**config.mk**
```make
export PLATFORM = sky130hd
export DESIGN_NAME = game_ctrl_flat
export DESIGN_NICKNAME = d
export VERILOG_FILES = /design/src/rtl/game_ctrl_if.sv /design/src/rtl/game_ctrl.sv /design/src/flat_wrapper.sv
export SDC_FILE = /design/constraint.sdc
export NUM_CORES = 1
export LEC_CHECK = 0
export BUFFER_PORTS_ARGS = -buffer_cell sky130_fd_sc_hd__buf_4
export CAP_MARGIN = 20
export CORE_ASPECT_RATIO = 1.25
export CORE_UTILIZATION = 28
export CTS_CLUSTER_SIZE = 10
export DETAILED_ROUTE_END_ITERATION = 6
export RECOVER_POWER = 25
export SETUP_SLACK_MARGIN = 0.1
export SYNTH_ARGS = -nofsm -noshare
export SYNTH_HDL_FRONTEND = slang
export SYNTH_SLANG_ARGS = --single-unit
```
**constraint.sdc**
```tcl
create_clock -name clk -period 5.9 [get_ports clk]
set_input_delay 0.59 -clock clk [delete_from_list [all_inputs] [get_ports clk]]
set_output_delay 0.59 -clock clk [all_outputs]
set_load 0.02 [all_outputs]
```
**src/rtl/game_ctrl_if.sv**
```systemverilog
// Game sequencer bus: player inputs in, game status and scoring out.
interface game_ctrl_if;
  logic        start;
  logic        collide;
  logic [1:0]  game_state;
  logic        move_tick;
  logic [13:0] score;
  logic [3:0]  level;
  logic [13:0] hi_score;

  // Drives the player inputs and observes the sequencer
  modport master (
    output start,
    output collide,
    input  game_state,
    input  move_tick,
    input  score,
    input  level,
    input  hi_score
  );

  // The sequencer itself
  modport slave (
    input  start,
    input  collide,
    output game_state,
    output move_tick,
    output score,
    output level,
    output hi_score
  );
endinterface

```
**src/rtl/game_ctrl.sv**
```systemverilog
// Game sequencer for the jetpack runner: idle / get-ready / play / game-over,
// speed-ramped move tick, score, level and high score.
module game_ctrl #(
  parameter int unsigned PERIOD_W      = 20,
  parameter int unsigned BASE_PERIOD   = 200000,
  parameter int unsigned MIN_PERIOD    = 50000,
  parameter int unsigned STEP          = 10000,
  parameter int unsigned SCORE_DIV     = 8,
  parameter int unsigned PTS_PER_LEVEL = 50,
  parameter int unsigned READY_CYC     = 1000000,
  parameter int unsigned OVER_HOLD     = 1000000
) (
  input  logic        clk,
  input  logic        reset,
  game_ctrl_if.slave  bus
);

  localparam int unsigned SCORE_W   = 14;
  localparam int unsigned LEVEL_W   = 4;
  localparam int unsigned SCORE_MAX = 9999;
  localparam int unsigned LEVEL_MAX = 15;
  localparam int unsigned CD_W      = $clog2(READY_CYC + 1);
  localparam int unsigned HOLD_W    = $clog2(OVER_HOLD + 1);
  localparam int unsigned DIV_W     = $clog2(SCORE_DIV + 1);
  localparam int unsigned PTS_W     = $clog2(PTS_PER_LEVEL + 1);

  // Encoding is the externally visible game_state code
  typedef enum logic [1:0] {
    S_IDLE  = 2'b00,
    S_PLAY  = 2'b01,
    S_OVER  = 2'b10,
    S_READY = 2'b11
  } state_t;

  state_t               state_q, state_d;
  logic [PERIOD_W-1:0]  cnt_q, cnt_d;
  logic [PERIOD_W-1:0]  period_q, period_d;
  logic [DIV_W-1:0]     div_q, div_d;
  logic [PTS_W-1:0]     pts_q, pts_d;
  logic [CD_W-1:0]      cd_q, cd_d;
  logic [HOLD_W-1:0]    hold_q, hold_d;
  logic [SCORE_W-1:0]   score_q, score_d;
  logic [LEVEL_W-1:0]   level_q, level_d;
  logic [SCORE_W-1:0]   hi_q, hi_d;
  logic                 tick_q, tick_d;
  logic                 start_prev_q;
  logic                 start_rise_c;

  assign start_rise_c = bus.start & ~start_prev_q;

  // State register
  always_ff @(posedge clk) begin
    if (reset) state_q <= S_IDLE;
    else       state_q <= state_d;
  end

  // Datapath registers
  always_ff @(posedge clk) begin
    if (reset) begin
      cnt_q        <= '0;
      period_q     <= PERIOD_W'(BASE_PERIOD);
      div_q        <= '0;
      pts_q        <= '0;
      cd_q         <= '0;
      hold_q       <= '0;
      score_q      <= '0;
      level_q      <= '0;
      hi_q         <= '0;
      tick_q       <= 1'b0;
      start_prev_q <= 1'b0;
    end else begin
      cnt_q        <= cnt_d;
      period_q     <= period_d;
      div_q        <= div_d;
      pts_q        <= pts_d;
      cd_q         <= cd_d;
      hold_q       <= hold_d;
      score_q      <= score_d;
      level_q      <= level_d;
      hi_q         <= hi_d;
      tick_q       <= tick_d;
      start_prev_q <= bus.start;
    end
  end

  // Next-state and next-datapath logic
  always_comb begin
    state_d  = state_q;
    cnt_d    = cnt_q;
    period_d = period_q;
    div_d    = div_q;
    pts_d    = pts_q;
    cd_d     = cd_q;
    hold_d   = hold_q;
    score_d  = score_q;
    level_d  = level_q;
    hi_d     = hi_q;
    tick_d   = 1'b0;

    case (state_q)
      S_IDLE: begin
        if (start_rise_c) begin
          state_d  = S_READY;
          score_d  = '0;
          level_d  = '0;
          cnt_d    = '0;
          div_d    = '0;
          pts_d    = '0;
          period_d = PERIOD_W'(BASE_PERIOD);
          cd_d     = '0;
        end
      end

      S_READY: begin
        if (cd_q == CD_W'(READY_CYC - 1)) begin
          state_d = S_PLAY;
          cnt_d   = '0;
        end else begin
          cd_d = cd_q + CD_W'(1);
        end
      end

      S_PLAY: begin
        if (bus.collide) begin
          // Collision wins over a coincident tick
          state_d = S_OVER;
          hold_d  = '0;
          if (score_q > hi_q) hi_d = score_q;
        end else if (cnt_q == period_q - PERIOD_W'(1)) begin
          cnt_d  = '0;
          tick_d = 1'b1;
          if (div_q == DIV_W'(SCORE_DIV - 1)) begin
            div_d = '0;
            // Level-ups only happen on a real increment, never while pinned at max
            if (score_q != SCORE_W'(SCORE_MAX)) begin
              score_d = score_q + SCORE_W'(1);
              if (pts_q == PTS_W'(PTS_PER_LEVEL - 1)) begin
                pts_d = '0;
                if (level_q != LEVEL_W'(LEVEL_MAX)) level_d = level_q + LEVEL_W'(1);
                if (period_q >= PERIOD_W'(MIN_PERIOD + STEP))
                  period_d = period_q - PERIOD_W'(STEP);
                else
                  period_d = PERIOD_W'(MIN_PERIOD);
              end else begin
                pts_d = pts_q + PTS_W'(1);
              end
            end
          end else begin
            div_d = div_q + DIV_W'(1);
          end
        end else begin
          cnt_d = cnt_q + PERIOD_W'(1);
        end
      end

      S_OVER: begin
        if (hold_q == HOLD_W'(OVER_HOLD - 1)) begin
          if (start_rise_c) state_d = S_IDLE;
        end else begin
          hold_d = hold_q + HOLD_W'(1);
        end
      end

      default: state_d = S_IDLE;
    endcase
  end

  assign bus.game_state = state_q;
  assign bus.move_tick  = tick_q;
  assign bus.score      = score_q;
  assign bus.level      = level_q;
  assign bus.hi_score   = hi_q;

endmodule

```
**src/flat_wrapper.sv**
```systemverilog
// flat-port wrapper written by rule: the top's interface ports become plain ports
module game_ctrl_flat 
#(
  parameter int unsigned PERIOD_W      = 20,
  parameter int unsigned BASE_PERIOD   = 200000,
  parameter int unsigned MIN_PERIOD    = 50000,
  parameter int unsigned STEP          = 10000,
  parameter int unsigned SCORE_DIV     = 8,
  parameter int unsigned PTS_PER_LEVEL = 50,
  parameter int unsigned READY_CYC     = 1000000,
  parameter int unsigned OVER_HOLD     = 1000000
)
  (clk, reset, bus_start, bus_collide, bus_game_state, bus_move_tick, bus_score, bus_level, bus_hi_score);
  game_ctrl_if bus_i ();
  input  logic clk;
  input  logic reset;
  input wire logic [$bits(bus_i.start)-1:0] bus_start;
  input wire logic [$bits(bus_i.collide)-1:0] bus_collide;
  output wire logic [$bits(bus_i.game_state)-1:0] bus_game_state;
  output wire logic [$bits(bus_i.move_tick)-1:0] bus_move_tick;
  output wire logic [$bits(bus_i.score)-1:0] bus_score;
  output wire logic [$bits(bus_i.level)-1:0] bus_level;
  output wire logic [$bits(bus_i.hi_score)-1:0] bus_hi_score;
  assign bus_i.start = bus_start;
  assign bus_i.collide = bus_collide;
  assign bus_game_state = bus_i.game_state;
  assign bus_move_tick = bus_i.move_tick;
  assign bus_score = bus_i.score;
  assign bus_level = bus_i.level;
  assign bus_hi_score = bus_i.hi_score;
  game_ctrl #(.PERIOD_W(PERIOD_W), .BASE_PERIOD(BASE_PERIOD), .MIN_PERIOD(MIN_PERIOD), .STEP(STEP), .SCORE_DIV(SCORE_DIV), .PTS_PER_LEVEL(PTS_PER_LEVEL), .READY_CYC(READY_CYC), .OVER_HOLD(OVER_HOLD)) u_core (.clk(clk), .reset(reset), .bus(bus_i));
endmodule
```
After elaboration in Yosys (flattened, before gate mapping)
Cells that the tools add are included.
{ "totals": {"in_bits": 4, "out_inout_bits": 35, "wordCells": 114, "ff_bits": 126} }
{ "op_classes": {"n_lt_le_gt_ge": 2, "bitwise": 3, "add_sub_neg": 9, "n_eq_ne": 23, "reduce_logical": 15, "muxes": 50} }
{ "ops": {"columns": ["operator", "n"], "rows": [
  ["two-way mux 20 bit", 14],
  ["case mux 20 bit (2 select lines)", 3],
  ["two-way mux 14 bit", 5],
  ["adder 20 x 1 -> 20 bit, second input constant", 3],
  ["case mux 20 bit (3 select lines)", 1],
  ["equality test 20 bit, second input constant", 2],
  ["two-way mux 4 bit", 10],
  ["two-way mux 6 bit", 6],
  ["case mux 14 bit (2 select lines)", 1],
  ["equality test 20 bit", 1],
  ["greater-or-equal comparator 20 x 16 -> 1 bit, second input constant", 1],
  ["subtractor 20 x 1 -> 20 bit, second input constant", 1],
  ["subtractor 20 x 14 -> 20 bit, second input constant", 1],
  ["inequality test 2 x 1 -> 1 bit, second input constant", 9],
  ["case mux 4 bit (2 select lines)", 2],
  ["adder 14 x 1 -> 14 bit, second input constant", 1],
  ["> comparator 14 bit", 1],
  ["inequality test 14 bit, second input constant", 1],
  ["case mux 6 bit (2 select lines)", 1],
  ["two-way mux 2 bit", 5],
  ["AND reduction 3 bit", 3],
  ["adder 4 x 1 -> 4 bit, second input constant", 2],
  ["inequality test 2 bit, second input constant", 4],
  ["case mux 2 bit (4 select lines)", 1],
  ["other kinds (18)", 23]
]} }

Depth between registers and ports, before layout
{ "logic_depth": {"depth_word": 8, "ltp_mapped": 12} }

Least setup slack after synthesis
OpenSTA, ideal clock, no wires.
{ "synth_timing": {"path_type": "reg2reg", "from": "register u_core.period_q[10]", "to": "register u_core.period_q[13]", "setup_slack_ps": 2574, "setup_time_ps": 86, "arrival_ps": 3240, "required_ps": 5814, "stages_incl_launch_ff": 11, "cell_sequence": "dfxtp_1 -> clkbuf_1 -> or4_1 -> clkbuf_1 -> nor4b_1 -> xnor2_1 -> or4b_4 -> nor4_4 -> nand2_1 -> or4b_1 -> a211oi_1"} }
{ "synth_between": {"elab_chain_len": 8, "elab_cells_between_ends": 13} }
{ "synth_lines": {"columns": ["item", "line", "rtl"], "rows": [
  ["start, declared", "game_ctrl.sv:37", "logic [PERIOD_W-1:0] period_q, period_d;"],
  ["start signal, assigned", "game_ctrl.sv:61", "period_q <= PERIOD_W'(BASE_PERIOD);"],
  ["start signal, assigned", "game_ctrl.sv:73", "period_q <= period_d;"],
  ["subtractor 20 x 14 -> 20 bit or greater-or-equal comparator 20 x 16 -> 1 bit (tied branches)", "game_ctrl.sv:141, game_ctrl.sv:140", null],
  ["two-way mux 20 bit", "game_ctrl.sv:140", "if (period_q >= PERIOD_W'(MIN_PERIOD + STEP))"],
  ["two-way mux 20 bit", "game_ctrl.sv:137", "if (pts_q == PTS_W'(PTS_PER_LEVEL - 1)) begin"],
  ["two-way mux 20 bit", "game_ctrl.sv:135", "if (score_q != SCORE_W'(SCORE_MAX)) begin"],
  ["two-way mux 20 bit", "game_ctrl.sv:132", "if (div_q == DIV_W'(SCORE_DIV - 1)) begin"],
  ["two-way mux 20 bit", "game_ctrl.sv:129", "end else if (cnt_q == period_q - PERIOD_W'(1)) begin"],
  ["two-way mux 20 bit", "game_ctrl.sv:124", "if (bus.collide) begin"],
  ["case mux 20 bit (2 select lines)", "game_ctrl.sv:100", "case (state_q)"]
]} }
Several ways; a longest one is shown, not always the timed one. The select of a mux whose other input is x is not followed.
A chain may end at the register's enable or synchronous reset.

Final worst setup path
{ "layout_timing": {"from": "register u_core.period_q[8]", "to": "register u_core.period_q[13]"} }
The elaborated chain is that of the path after synthesis.

==> impl_metrics.py <==
metrics = {
    "run_status": {
        "status": "finished, violations left",
        "violations": "max-capacitance violations, max-slew violations",
    },
    "layout": {
        "mostFrequentLayoutCell": "dfxtp_1",
        "area_growth_syn_to_layout_pct": 14.3,
        "antennaDiodeCount": 0,
        "regArea_um2": 2440,
        "multi_input_area_um2": 4150,
        "n_fill_cell": 2552,
        "final_cell_mix": "dfxtp_1 (122), nor2_1 (117), nand2_1 (67)",
        "drive_gt1_frac": 0.0542,
        "final_cells": 1210,
        "fin_nets": 907,
    },
    "power_and_ir_drop": {
        "p_per_area_nw_per_um2": 287,
        "total_power_mw": 2.26,
        "p_leak_nw": 2.76,
        "vdd_drop_max_mv": 0.223,
    },
    "logic_synthesis": {
        "ys_warn_count": 0,
        "synth_edf_count": 0,
        "yosysTopAreaCellShare": 0.354,
        "synth_top_family_by_area": "simple AND/OR/NAND/NOR gates",
        "ys_seq_elements": 122,
        "synthSimpleGateAreaFrac": 0.274,
        "synthXorXnorAreaFrac": 0.102,
        "synth_cell_types": 70,
        "synthMuxAreaShare": 0.0279,
        "synthFlopType": "dfxtp_1",
        "synth_top_area_cell": "dfxtp_1",
        "post_synth_instance_area_um2": 6900,
        "syn_nets": 886,
        "synth_seq_area_share": 0.354,
        "synth_cells": 851,
        "avgSynthCellArea_um2": 8.10,
        "netlist_top_cells_area": "dfxtp_1 (35%), nor2_1 (6.4%), xor2_1 (6.2%)",
        "synthAdderAreaFrac": 0.0563,
        "synth_compound_area_frac": 0.141,
        "async_flop_share": 0,
    },
    "min_path": {
        "min_path_type": "in2reg",
        "holdCritStartpoint": "bus_start",
    },
    "floorplan": {
        "coreArea_um2": 24000,
        "die_x_um": 142,
        "pin_count": 39,
        "start_util": 0.288,
        "fp.dieH_um": 177,
        "dieArea_um2": 25300,
        "num_rows": 63,
    },
    "grt": {
        "grt_max_degree": 41,
        "grtUsageTotal": 0.138,
        "grt_pass1_wl_um": 27800,
        "antenna_found_initial": 0,
        "grt_overflow_total": 0,
        "grt_pass1_vias": 5739,
    },
    "route": {
        "num_vias": 6014,
        "antenna_left": 0,
        "routedWlPerCell_um": 13.7,
        "drcViolationCount": 0,
        "firstDrtPassIters": 4,
        "drt_iter0_drc": 259,
        "wirelength_um": 16600,
        "vias_per_cell": 4.97,
    },
    "clock_network": {
        "cts_resized": 0,
        "clock_latency_ps": 430,
        "ctsHoldBuffers": 0,
        "cts_tree": "yes",
        "clk_pin_slew_worst_paths_ps": 60,
        "cts_htree_levels": 4,
        "clockBufferDepth": 2,
        "numCtsBuffers": 17,
        "cts.sinks": 122,
        "cts_setup_buffers": 0,
        "cts-root-buf": "clkbuf_16",
    },
    "critical_path": {
        "rrSetupSlack_ps": 1590,
        "required_ps": 6220,
        "startpoint": "u_core.period_q[8]",
        "cp_max_fo": 16,
        "cp.arrival_ps": 4630,
        "rr_startpoint": "u_core.period_q[8]",
        "cp-end-kind": "flop",
        "worstSetupPathType": "reg2reg",
        "worstSetupStartpointType": "flop",
    },
    "placement": {
        "dp.cells": 1178,
        "dp_slack_ps": 1630,
        "hpwl_um": 11800,
        "place_congestion": 0.814,
        "numPortBuffers": 38,
    },
    "sta": {
        "tightest_slew_ps": 1870,
        "rsz0062_at_grt": "false",
        "drv_slew": 41,
        "fmax_mhz": 232,
        "fin_skew_ps": 8.98,
        "fin_crit_sh": 0.730,
        "tns_ps": 0,
        "final.setup.worst_slack_ps": 1590,
        "fin_hold_ws_ps": 402,
        "hold_violations": 0,
        "finalSetupViolCount": 0,
        "max_slew_margin": -0.248,
        "period_needed_ps": 4310,
    },
    "flow_run": {
        "max_cap_violations": 1,
    },
}
## critical path, cell delays in order, from the launching register on
cell      delay, ps
dfxtp_1         470
or4_1           690
nor4b_1         380
xnor2_1         190
or4b_4          500
nor4_4          740
nand2_1         430
or4b_1          570
a211oi_1        230
## layer usage
layer  wire length, um  global-route usage  vias to the layer above
li1                  -                   -                     3047
met1              7550               0.163                     2845
met2              8150               0.233                       90
met3               527              0.0329                       32
met4               402              0.0632                        0
met5                 0                   0                        -
## cell families (layout without fill, tap and decap cells)
logic type	count (synthesis)	in the layout
xor gates and xnor gates	79	79
muxes	19	19
buffers and inverters	77	111
adders and majority gates	31	31
AOI/OAI and AO/OA	153	153
and+or+nand+nor	370	370
DFF	122	122
## cell usage after synthesis (15+ instances only)
cell      instances
a21oi_1          41
and3_1           21
clkbuf_1         34
dfxtp_1         122
ha_1             31
inv_1            36
mux2i_1          17
nand2_1          67
nand3_1          41
nand4_1          25
nor2_1          117
nor3_1           16
o21ai_0          39
or3_1            15
xnor2_1          29
xor2_1           49
## path summary, 6_finish.rpt
check / to / depth (start not counted)
worst max-delay path: u_core.period_q[13] / 8
worst min register to register: u_core.pts_q[5] / 2
worst max register to register: u_core.period_q[13] / 8
worst min-delay path: u_core.start_prev_q / 2
## power by group
part           internal (mW)  switching (mW)  leakage, nW
logic                  0.116           0.292         1.50
clock network          0.620           0.372        0.273
registers              0.841          0.0226        0.984
## stage by stage
stage          utilization  area, um2
3_5_place_dp         0.311       7450
4_1_cts              0.334       8020
6_report             0.329       7880
5_1_grt              0.329       7880
3_3_place_gp         0.311       7450
2_1_floorplan            -       6900
## sequential cells by signal, indices dropped and copies added (netlist names), 4 cells and up
signal / flops
u_core.bus.hi_score: 14
u_core.bus.level: 4
u_core.bus.score: 14
u_core.cd_q: 20
u_core.cnt_q: 20
u_core.div_q: 4
u_core.hold_q: 20
u_core.period_q: 16
u_core.pts_q: 6
## layout make-up
| class | count | area share |
|---|---|---|
| multi-input cells | 652 | 0.527 |
| repair buffers | 42 | 0.0229 |
| flip-flops and latches | 122 | 0.310 |
| clock buffers | 25 | 0.0629 |
| clock inverters | 7 | 0.00826 |
| well taps | 325 | 0.0516 |
| inverters | 37 | 0.0176 |
No activity file was read; power rests on OpenSTA's default activity.
